## config.mk

```make
export PLATFORM = sky130hd
export DESIGN_NAME = req_gnt_sync_if
export DESIGN_NICKNAME = d
export VERILOG_FILES = /design/src/rtl/req_gnt_pkg.sv /design/src/rtl/req_gnt_dly_line.sv /design/src/rtl/req_gnt_sync_if.sv
export SDC_FILE = /design/constraint.sdc
export NUM_CORES = 1
export LEC_CHECK = 0
export CAP_MARGIN = 20
export CORE_MARGIN = 5
export CORE_UTILIZATION = 32
export DETAILED_ROUTE_END_ITERATION = 12
export PLACE_DENSITY = 0.79
export SLEW_MARGIN = 20
export SYNTH_ARGS = -nofsm -noshare
export SYNTH_HDL_FRONTEND = slang
export SYNTH_HIERARCHICAL = 1
export SYNTH_SLANG_ARGS = --single-unit
```

## constraint.sdc

```tcl
create_clock -name clk -period 0.9 [get_ports clk]
set_input_delay 0.18 -clock clk [delete_from_list [all_inputs] [get_ports clk]]
set_output_delay 0.18 -clock clk [all_outputs]
set_load 0.05 [all_outputs]
```

## src/rtl/req_gnt_pkg.sv

```systemverilog
// Shared constants and types for the req/gnt boundary block.
// Optional statistics counters are enabled with the REQ_GNT_STATS_EN macro.
package req_gnt_pkg;

    // Legal range for every delay parameter, in clk cycles.
    localparam int DLY_MIN = 1;
    localparam int DLY_MAX = 8;

    // Default width of the statistics counters.
    localparam int CNT_W = 16;

    // The priming counter must reach GNT_LAT + IN_DLY, at most 2*DLY_MAX.
    localparam int PRIME_W = $clog2(2 * DLY_MAX + 1);

    typedef logic [CNT_W-1:0] cnt_t;

    // True when a delay parameter is inside the supported range.
    function automatic bit dly_ok(input int dly);
        return (dly >= DLY_MIN) && (dly <= DLY_MAX);
    endfunction

endpackage

```

## src/rtl/req_gnt_dly_line.sv

```systemverilog
// 1-bit shift register of DEPTH flops with synchronous active-high reset.
// Used for the req, gnt and expected-gnt pipelines of req_gnt_sync_if.
module req_gnt_dly_line #(
    parameter int DEPTH = 1
) (
    input  logic clk,
    input  logic rst,
    input  logic i_d,
    output logic o_q
);

    logic [DEPTH-1:0] r_stage;

    // Shift the input in at stage 0; the output is the oldest stage.
    always_ff @(posedge clk) begin
        if (rst) begin
            r_stage <= '0;
        end else begin
            // NOTE: non-blocking assignments make each stage take its neighbour's
            // old value, which is what turns this loop into a shift register.
            for (int i = DEPTH - 1; i > 0; i--) begin
                r_stage[i] <= r_stage[i-1];
            end
            r_stage[0] <= i_d;
        end
    end

    assign o_q = r_stage[DEPTH-1];

endmodule

```

## src/rtl/req_gnt_sync_if.sv

```systemverilog
// req/gnt boundary block: skews req towards the DUT, samples gnt back, and
// compares the sampled gnt with a delayed copy of req (sticky mismatch flag).
// Define REQ_GNT_STATS_EN to build the saturating toggle/error counters;
// without it both counter ports are tied to zero.
module req_gnt_sync_if
    import req_gnt_pkg::*;
#(
    parameter int OUT_DLY = 1,
    parameter int IN_DLY  = 1,
    parameter int GNT_LAT = 1,
    parameter int CNT_W   = req_gnt_pkg::CNT_W
) (
    input  logic             clk,
    input  logic             rst,
    input  logic             req_drv_i,
    output logic             req_o,
    input  logic             gnt_i,
    output logic             gnt_smp_o,
    output logic             chk_vld_o,
    output logic             mismatch_o,
    output logic [CNT_W-1:0] toggle_cnt_o,
    output logic [CNT_W-1:0] err_cnt_o
);

    // Expected gnt lags req_o by the DUT latency plus our own sampling skew.
    localparam int EXP_DLY = GNT_LAT + IN_DLY;

    generate
        if (!dly_ok(OUT_DLY)) begin : g_bad_out_dly
            $error("req_gnt_sync_if: OUT_DLY out of range 1..8");
        end
        if (!dly_ok(IN_DLY)) begin : g_bad_in_dly
            $error("req_gnt_sync_if: IN_DLY out of range 1..8");
        end
        if (!dly_ok(GNT_LAT)) begin : g_bad_gnt_lat
            $error("req_gnt_sync_if: GNT_LAT out of range 1..8");
        end
    endgenerate

    logic               w_req_q;
    logic               w_gnt_smp;
    logic               w_exp;
    logic               w_cmp_err;
    logic [PRIME_W-1:0] r_prime_cnt;
    logic               r_chk_vld;
    logic               r_mismatch;

    req_gnt_dly_line #(.DEPTH(OUT_DLY)) u_req_line (
        .clk (clk),
        .rst (rst),
        .i_d (req_drv_i),
        .o_q (w_req_q)
    );

    req_gnt_dly_line #(.DEPTH(IN_DLY)) u_gnt_line (
        .clk (clk),
        .rst (rst),
        .i_d (gnt_i),
        .o_q (w_gnt_smp)
    );

    req_gnt_dly_line #(.DEPTH(EXP_DLY)) u_exp_line (
        .clk (clk),
        .rst (rst),
        .i_d (w_req_q),
        .o_q (w_exp)
    );

    // A checked cycle whose sampled gnt disagrees with the expected value.
    assign w_cmp_err = r_chk_vld & (w_exp ^ w_gnt_smp);

    // Count cycles after reset until the expected pipeline reflects real req_o history.
    always_ff @(posedge clk) begin
        if (rst) begin
            r_prime_cnt <= '0;
            r_chk_vld   <= 1'b0;
        end else if (!r_chk_vld) begin
            if (r_prime_cnt == PRIME_W'(EXP_DLY - 1)) begin
                r_chk_vld <= 1'b1;
            end
            r_prime_cnt <= r_prime_cnt + PRIME_W'(1);
        end
    end

    // Sticky mismatch flag, cleared only by reset.
    always_ff @(posedge clk) begin
        if (rst) begin
            r_mismatch <= 1'b0;
        end else if (w_cmp_err) begin
            r_mismatch <= 1'b1;
        end
    end

    assign req_o      = w_req_q;
    assign gnt_smp_o  = w_gnt_smp;
    assign chk_vld_o  = r_chk_vld;
    assign mismatch_o = r_mismatch;

`ifdef REQ_GNT_STATS_EN
    logic             r_req_d;
    logic [CNT_W-1:0] r_toggle_cnt;
    logic [CNT_W-1:0] r_err_cnt;

    // Saturating counters for req_o edges and mismatching checked cycles.
    always_ff @(posedge clk) begin
        if (rst) begin
            r_req_d      <= 1'b0;
            r_toggle_cnt <= '0;
            r_err_cnt    <= '0;
        end else begin
            r_req_d <= w_req_q;
            if ((w_req_q != r_req_d) && (r_toggle_cnt != '1)) begin
                r_toggle_cnt <= r_toggle_cnt + CNT_W'(1);
            end
            if (w_cmp_err && (r_err_cnt != '1)) begin
                r_err_cnt <= r_err_cnt + CNT_W'(1);
            end
        end
    end

    assign toggle_cnt_o = r_toggle_cnt;
    assign err_cnt_o    = r_err_cnt;
`else
    assign toggle_cnt_o = '0;
    assign err_cnt_o    = '0;
`endif

endmodule

```

==> qor.yml <==
status: "finished, violations left"
violations: "negative setup slack"
finalCriticalPeriod_ns: 1.03
critPathMaxFanout: 2
numCtsBuffers: 3
num-nets-final: 95
synth.yosys.seq_area_share_pct: 33.3
async_reset_ff_share_pct: 0
grt_use_met3_pct: 4.66
grt_start_max_net_pins: 12
io_pins: 40
dr.pass1.iters: 2
dieArea_um2: 3070
final_hold_viol_count: 0
area_delta_synth_final_pct: 23.7
placed_cells: 108
start_util_pct: 33.7
avgSynthCellArea_um2: 9.18
portBuffers: 7
yosysTopAreaCell: "buf_4"
netlist.area_leader.share_pct: 36.4
dieWidth_um: 55.4
powerDensity_nw_per_um2: 2530
fp.dieH_um: 55.4
instances_no_fill: 115
drt_iter0_drc: 1
place_congestion: 0.629
antenna_found_initial: 0
crit_path_end_kind: "output port"
drc_errors: 0
synth.cell_area_um2: 661
netlist_top_cells_count: "buf_4, dfxtp_1, nor2_1, xor2_1"
global_route.usage.met1_pct: 5.57
placementRows: 16
fmax_ghz: 0.972
cts_tree: "done"
synth_edf_count: 0
vias_per_cell: 3.42
finalSetupTns_ns: -0.522
detail_route.wl_per_cell_um: 8.12
postSynthCellCount: 72
clockBufferDepth: 2
critPathKind: "flop to output port"
via_count: 393
synth.most_common_cell: "buf_4"
clock-skew-final_ns: 0.00209
grt_overflow: 0
clkTransAtPathRegs_ns: 0.06
hold_buffers: 0
diodes: 0
slew_viol_final: 0
gr-usage-all-layers_pct: 6.00
fin_crit_sh_pct: 114
clockRootBuffer: "clkbuf_4"
ys_warn_count: 6
peakVddDrop_uv: 1040
n_fill_cell: 197
cts_sinks: 11
synth_seq_cells: 11
ys.flop_type: "dfxtp_1"
start_kind: "flop"
use_met2_pct: 11.0
grt_pass1_vias: 356
drive_gt1_share_pct: 30.7
crit_required_ns: 0.72
power_w: 0.00207
ant_nets: 0
hold_path.class: "flop to flop"
rsz0062_at_grt: "yes"
synth_area_leaders: "buf_4, dfxtp_1, xor2_1, nor2_1, nor2b_4"
htree_levels: 1
busiest_layer: "met2"
cellLeakagePower_nw: 0.392
dp_hpwl_um: 759
setup_viol: 9
core_area_um2: 1960
drv_cap: 0
insertion_delay_ns: 0.26
grt_pass1_wl_mm: 1.49
fin_util_pct: 41.6
layout_setup_ws_ns: -0.129
netlist-cell-type-count: 15
totalWireLength_um: 934
arrival_ns: 0.85
[registers in the layout, summed over array words and instances (netlist names)]
name                count
r_prime_cnt             5
mismatch_o              1
u_exp_line/r_stage      2
u_gnt_line/o_q          1
chk_vld_o               1
u_req_line/o_q          1
[power by group]
part	switching [W]	internal [W]
clock	0.000145	0.000171
combinational	0.000615	0.000446
sequential	0.0000933	0.000596
total	0.000854	0.00121
[kinds of logic (layout without fill, tap and decap cells)]
kind of cell	after synthesis	count (layout)	synth area share, %
AO/OA/AOI/OAI	2	2	1.52
XOR/XNOR	5	5	6.63
adder cells (fa/ha/maj)	2	2	3.79
buffers and inverters	34	19	37.7
flip-flops	11	11	33.3
other	1	32	0.568
AND/OR/NAND/NOR	17	17	16.5
[metal layers]
metal	part of all wire (%)	wire [µm]
met2	54	501
met3	16	147
met5	0	0
met1	30	284
met4	0	0
[metrics by stage]
stage / area, µm² / worst slack, ns / hold slack, ns
3_5_place_dp: 724 / -0.111 / 0.430
4_1_cts: 811 / -0.137 / 0.443
6_report: 817 / -0.129 / 0.436
2_1_floorplan: 792 / -0.179 / 0.237
5_1_grt: 817 / -0.166 / 0.451
3_3_place_gp: 724 / -0.0898 / 0.423
[area by class of cell]
| cell class | count | area, µm² | area share (%) |
|---|---|---|---|
| inverter | 1 | 3.75 | 0.459 |
| tap | 27 | 33.8 | 4.13 |
| clock buffer | 4 | 26.3 | 3.22 |
| multi-input combinational | 58 | 338 | 41.3 |
| timing repair buffer | 14 | 183 | 22.4 |
| sequential | 11 | 233 | 28.5 |
[path summary, 6_finish.rpt]
kind / startpoint / end / slack (ns) / depth (start not counted)
hold reg to reg: u_exp_line/r_stage[0] / u_exp_line/r_stage[1] / 0.44 / 1
setup reg to reg: r_prime_cnt[1] / r_prime_cnt[2] / -0.09 / 4
hold / removal: u_exp_line/r_stage[0] / u_exp_line/r_stage[1] / 0.44 / 1
setup / recovery: chk_vld_o / chk_vld_o / -0.13 / 2
[placed cells by master (no fill, tap or decap)]
master,Yosys,layout
a21oi_1,2,2
and2b_2,1,1
buf_12,0,5
buf_4,32,4
buf_6,0,2
clkbuf_1,0,1
clkbuf_4,0,3
clkdlybuf4s50_1,0,3
conb_1,1,32
dfxtp_1,11,5
dfxtp_2,0,4
dfxtp_4,0,2
ha_2,0,1
ha_4,0,1
inv_2,0,1
nand4b_1,2,2
nor2_1,9,9
nor2b_1,2,2
nor2b_4,2,2
nor4b_4,0,1
xnor2_1,1,1
xor2_1,4,4
[repair_timing]
action / 4_1_cts / 5_1_grt
endpoints found under the setup margin: 9 / 10
pin swaps: 6 / 4
gates resized for setup: 10 / 2
setup buffers: 3 / 0
[worst max-delay path: stages (launching register included)]
cell     delay (ns)
dfxtp_4        0.34
buf_6          0.11
buf_12         0.13
No activity file was read; power rests on OpenSTA's default activity.
